--- src/rtl/ecl_rx_pkg.sv ---
// Shared defaults, counter sizing and per-channel output bundle for the ECL-to-TTL receiver.
package ecl_rx_pkg;

  localparam int unsigned DefWidth       = 6;
  localparam int unsigned DefStretch     = 4;
  localparam int unsigned DefFaultCycles = 3;

  // Wide enough for the full 1..255 range of STRETCH and FAULT_CYCLES.
  localparam int unsigned CntW = 8;

  typedef logic [CntW-1:0] cnt_t;

  typedef struct packed {
    logic q;
    logic pulse;
    logic hit;
    logic fault;
  } ch_out_t;

  function automatic cnt_t cnt_dec_sat(input cnt_t c);
    return (c == '0) ? '0 : c - cnt_t'(1);
  endfunction

endpackage

--- src/rtl/ecl_rx_channel.sv ---
// One differential receiver channel: 2-flop sync, validity check, level register,
// fault counter, pulse stretcher and sticky hit flag.
module ecl_rx_channel
  import ecl_rx_pkg::*;
#(
  parameter int unsigned STRETCH      = DefStretch,
  parameter int unsigned FAULT_CYCLES = DefFaultCycles
) (
  input  logic    clk_i,
  input  logic    mr_i,
  input  logic    d_i,
  input  logic    dn_i,
  input  logic    rd_i,
  output ch_out_t out_o
);

  localparam cnt_t StretchLoad = cnt_t'(STRETCH);
  localparam cnt_t FaultMax    = cnt_t'(FAULT_CYCLES);
  // {true, complement}: resets to a valid low so release produces no edge.
  localparam logic [1:0] SyncRst = 2'b01;

  logic [1:0] s1_q, s1_d, s2_q, s2_d;
  logic       q_q, q_d;
  logic       hit_q, hit_d;
  cnt_t       fcnt_q, fcnt_d;
  cnt_t       scnt_q, scnt_d;
  logic       ds, dns, valid, rise;

  always_comb begin
    s1_d  = {d_i, dn_i};
    s2_d  = s1_q;
    ds    = s2_q[1];
    dns   = s2_q[0];
    valid = ds ^ dns;
    rise  = valid & ds & ~q_q;

    q_d = valid ? ds : q_q;

    fcnt_d = fcnt_q;
    if (valid) begin
      fcnt_d = '0;
    end else if (fcnt_q != FaultMax) begin
      fcnt_d = fcnt_q + cnt_t'(1);
    end

    // Retrigger reloads, so the pulse extends without a low gap.
    scnt_d = rise ? StretchLoad : cnt_dec_sat(scnt_q);

    // A same-cycle edge beats the read strobe.
    hit_d = rise | (hit_q & ~rd_i);
  end

  always_ff @(posedge clk_i) begin
    if (mr_i) begin
      s1_q   <= SyncRst;
      s2_q   <= SyncRst;
      q_q    <= 1'b0;
      hit_q  <= 1'b0;
      fcnt_q <= '0;
      scnt_q <= '0;
    end else begin
      s1_q   <= s1_d;
      s2_q   <= s2_d;
      q_q    <= q_d;
      hit_q  <= hit_d;
      fcnt_q <= fcnt_d;
      scnt_q <= scnt_d;
    end
  end

  assign out_o.q     = q_q;
  assign out_o.pulse = (scnt_q != '0);
  assign out_o.hit   = hit_q;
  assign out_o.fault = (fcnt_q == FaultMax);

endmodule

--- src/rtl/ecl_to_ttl_rx.sv ---
// Registered ECL-to-TTL receiver: WIDTH independent channels plus the HIT_ANY summary flop.
module ecl_to_ttl_rx
  import ecl_rx_pkg::*;
#(
  parameter int unsigned WIDTH        = DefWidth,
  parameter int unsigned STRETCH      = DefStretch,
  parameter int unsigned FAULT_CYCLES = DefFaultCycles
) (
  input  logic             CLK,
  input  logic             MR,
  input  logic [WIDTH-1:0] D,
  input  logic [WIDTH-1:0] D_,
  input  logic             RD,
  output logic [WIDTH-1:0] Q,
  output logic [WIDTH-1:0] Q_,
  output logic [WIDTH-1:0] PULSE,
  output logic [WIDTH-1:0] HIT,
  output logic             HIT_ANY,
  output logic [WIDTH-1:0] FAULT
);

  ch_out_t ch_out [WIDTH];
  logic    hit_any_q, hit_any_d;

  for (genvar i = 0; i < WIDTH; i++) begin : g_ch
    ecl_rx_channel #(
      .STRETCH      (STRETCH),
      .FAULT_CYCLES (FAULT_CYCLES)
    ) u_ch (
      .clk_i (CLK),
      .mr_i  (MR),
      .d_i   (D[i]),
      .dn_i  (D_[i]),
      .rd_i  (RD),
      .out_o (ch_out[i])
    );

    assign Q[i]     = ch_out[i].q;
    assign PULSE[i] = ch_out[i].pulse;
    assign HIT[i]   = ch_out[i].hit;
    assign FAULT[i] = ch_out[i].fault;
  end

  always_comb begin
    hit_any_d = |HIT;
  end

  always_ff @(posedge CLK) begin
    if (MR) begin
      hit_any_q <= 1'b0;
    end else begin
      hit_any_q <= hit_any_d;
    end
  end

  assign HIT_ANY = hit_any_q;
  assign Q_      = ~Q;

endmodule

--- config.mk ---
export PLATFORM = sky130hd
export DESIGN_NAME = ecl_to_ttl_rx
export DESIGN_NICKNAME = d
export VERILOG_FILES = /design/src/rtl/ecl_rx_pkg.sv /design/src/rtl/ecl_rx_channel.sv /design/src/rtl/ecl_to_ttl_rx.sv
export SDC_FILE = /design/constraint.sdc
export NUM_CORES = 1
export LEC_CHECK = 0
export CAP_MARGIN = 30
export CORE_MARGIN = 3
export CORE_UTILIZATION = 60
export CTS_BUF_LIST = sky130_fd_sc_hd__clkbuf_4
export CTS_CLUSTER_DIAMETER = 30
export DETAILED_ROUTE_END_ITERATION = 10
export DONT_BUFFER_PORTS = 1
export PLACE_DENSITY_LB_ADDON = 0.12
export SLEW_MARGIN = 5
export SYNTH_ARGS = -nofsm -noshare
export SYNTH_HDL_FRONTEND = slang
export SYNTH_SLANG_ARGS = --single-unit
--- constraint.sdc ---
create_clock -name CLK -period 1.97 [get_ports CLK]
set_input_delay 0.394 -clock CLK [delete_from_list [all_inputs] [get_ports CLK]]
set_output_delay 0.394 -clock CLK [all_outputs]
set_load 0.02 [all_outputs]
==> metrics.yaml <==
yosys:
  synthFlopType: "dfxtp_1"
  ys_warn_count: 0
  syn_nets: 681
  synthTopCellsByCount: "dfxtp_1 (133), a21oi_1 (60), nor2_1 (45), o21ai_0 (37), inv_1 (34)"
  ys_seq_area_frac: 0.459
  yosysTopAreaCell: "dfxtp_1"
  ys_types: 41
  synth_top_area_share: 0.459
  synth_edf_count: 0
  yosysMostFrequentCell: "dfxtp_1"
  synthArstFlopShare: 0
  syn_area_um2: 5800
  synthTopCellsByArea: "dfxtp_1 (46%), a21oi_1 (5.2%), ha_1 (4.5%)"
  ys_seq_elements: 133
  synth_cells: 645
  avgSynthCellArea_um2: 9.00
clocking:
  clock_sinks: 133
  numCtsBuffers: 17
  clk_pin_slew_ns: 0.11
  root_buffer: "clkbuf_4"
  cts_tree: "yes"
  cts_buffer_depth: 2
  clk_latency_ns: 0.53
  cts-htree-levels: 4
timing:
  post-route-period-util: 1.18
  rsz0062_at_grt: "true"
  slew-limit-headroom: 0.618
  setup_viol: 12
  finalWorstSetupSlack_ns: -0.349
  tns_ns: -2.04
  finClkSkew_ns: 0.0172
  fmax_mhz: 431
  whs_ns: 0.0412
  finalHoldViolCount: 0
  slew_violations: 0
  fin_crit_ns: 2.32
  tightest_slew_ns: 0.568
setup_path:
  reg2reg_from: "g_ch[2].u_ch.scnt_q[0]"
  worstPathRequired_ns: 1.58
  r2r_end: "g_ch[2].u_ch.scnt_q[6]"
  critPathBufInv: 1
  crit_path_max_fanout: 2
  crit_chain: "inv_2, ha_4, or4b_4, or3_4"
  cp-start-kind: "flip-flop"
  worstPathArrival_ns: 1.93
  cp-end-kind: "output port"
  r2r_setup_slack_ns: 0.11
  slowest_stage: "or4b_4"
  rr_worst_depth: 7
  critPathKind: "flip-flop to output port"
  crit_family: "simple AND/OR/NAND/NOR gates"
  critPathMaxStageDelay_ns: 0.45
power_and_ir_drop:
  combPwrFrac: 0.412
  power_density_nw_per_um2: 1280
  finalPower_uw: 9100
  switching_power_uw: 3200
  p_sw_frac: 0.352
  peakVddDrop_v: 0.000658
  p_clk_frac: 0.190
  intPower_uw: 5900
  p_leak_uw: 0.00271
  seqPwrFrac: 0.398
layout:
  final_cell_count_no_fill: 869
  seq_area_um2: 2720
  area_growth_syn_to_layout_pct: 22.8
  fillerInstances: 670
  drive_gt1_frac: 0.280
  num-nets-final: 763
  multi_input_area_um2: 3140
  num_antenna_cells: 0
placed_design:
  dp_hpwl_mm: 8.04
  placedCellCount: 769
  port_buffers: 0
  gp_congestion: 0.868
die:
  core_region_area_um2: 9330
  die_w_um: 104
  ioPinCount: 46
  num_rows: 35
  die_y_um: 104
  start_util: 0.622
  die_area_um2: 10900
drt:
  post-route-drc-count: 0
  dr.first_iter.drc_count: 283
  wl_mm: 13.6
  vias_per_cell: 5.81
  drtPass1Iterations: 5
  post_drt_wl_per_cell_um: 15.7
  vias: 5045
  ant_nets: 0
run_status:
  failed_checks: "negative setup slack"
  status: "finished with violations"
global_routing:
  grt-ovfl-total: 0
  grt_pass1_wl_mm: 22.9
  grt_pass1_vias: 5006
  grt_max_degree: 44
  antenna_found_initial: 0
  grtUsageTotal: 0.255
job:
  maxCapViolCount: 0
hold_path:
  hold-path-endpoint: "g_ch[1].u_ch.hit_q"
  min_path_type: "input port to flip-flop"
  hp-start: "RD"
  min_path_cells: 2
[worst max-delay path by stage]
stage / start / end / depth (start not counted)
6_report: g_ch[0].u_ch.scnt_q[1] / PULSE[0] / 4
5_1_grt: g_ch[0].u_ch.scnt_q[1] / PULSE[0] / 4
4_1_cts: g_ch[0].u_ch.scnt_q[1] / PULSE[0] / 4
3_5_place_dp: g_ch[4].u_ch.fcnt_q[0] / FAULT[4] / 4
3_3_place_gp: g_ch[0].u_ch.scnt_q[0] / PULSE[0] / 4
2_1_floorplan: g_ch[4].u_ch.fcnt_q[0] / FAULT[4] / 3
[per-layer routing]
| metal | track usage | routed length [um] |
|---|---|---|
| met4 | 0.112 | 306 |
| met2 | 0.449 | 6890 |
| met1 | 0.290 | 5760 |
| met3 | 0.0633 | 665 |
| met5 | 0 | 0 |
[cells by family after synthesis]
family	synth area share
AND/OR/NAND/NOR	0.261
AO/OA/AOI/OAI	0.143
adder cells (fa/ha/maj)	0.0453
multiplexers	0.0104
XOR/XNOR	0.0362
buffers and inverters	0.0453
flip-flops	0.459
[sequential cells by signal (all words and copies together) (netlist names)]
name and flops:
g_ch.u_ch.q_q 6, g_ch.u_ch.fcnt_q 48, g_ch.u_ch.s2_q 12, HIT_ANY 1
g_ch.u_ch.s1_q 12, g_ch.u_ch.hit_q 6, g_ch.u_ch.scnt_q 48
[worst reg2reg max path, stage by stage, from the launching register on]
cell     delay [ns]
dfxtp_2        0.34
inv_2          0.06
ha_4           0.13
or3b_4         0.39
buf_4          0.14
buf_4          0.14
or4_1          0.46
a21oi_1        0.12
[power groups by stage]
stage	logic [uW]	clock network, uW	registers [uW]
2_1_floorplan	2040	0	3520
3_3_place_gp	2430	0	3610
3_5_place_dp	2510	0	3650
4_1_cts	3460	1770	3590
5_1_grt	4120	1910	3680
6_report	3750	1730	3620
[placed cells by master, fill, tap and decap left out, types with 12 or more instances in the layout]
| cell type | n |
|---|---|
| dfxtp_1 | 102 |
| inv_2 | 14 |
| nand2_1 | 21 |
| nor3_1 | 26 |
| xor2_1 | 16 |
| dlygate4sd3_1 | 12 |
| nor2_1 | 37 |
| nand3_1 | 33 |
| nor2b_1 | 14 |
| dfxtp_2 | 25 |
| o21ai_0 | 37 |
| nand2b_1 | 21 |
| or2_2 | 13 |
| a21oi_1 | 60 |
| or3_1 | 30 |
| buf_4 | 68 |
| clkbuf_4 | 20 |
| inv_1 | 20 |
[timing repair]
action                                  CTS  global route
hold buffers                             13             0
pin swaps                                21             6
gates resized for setup                  99            15
endpoints found under the setup margin   12            13
setup buffers                            46             9
endpoints found under the hold margin    43             0
[final cells by class]
| cell class | count | share of cell area |
|---|---|---|
| Tap cell | 129 | 0.0227 |
| Multi-Input combinational cell | 454 | 0.440 |
| Clock buffer | 20 | 0.0211 |
| Inverter | 34 | 0.0179 |
| Sequential cell | 133 | 0.381 |
| Clock inverter | 12 | 0.0156 |
| Timing Repair Buffer | 87 | 0.101 |
[stage by stage]
| stage | worst slack (ns) | utilization | cell area [um^2] |
|---|---|---|---|
| floorplan | 0.0335 | - | 5800 |
| global placement | 0.137 | 0.640 | 5970 |
| detailed placement | 0.0861 | 0.640 | 5970 |
| CTS | -0.347 | 0.750 | 6990 |
| global route | -0.433 | 0.764 | 7120 |
| finish | -0.349 | 0.764 | 7120 |
(Power assumes the default switching activity.)
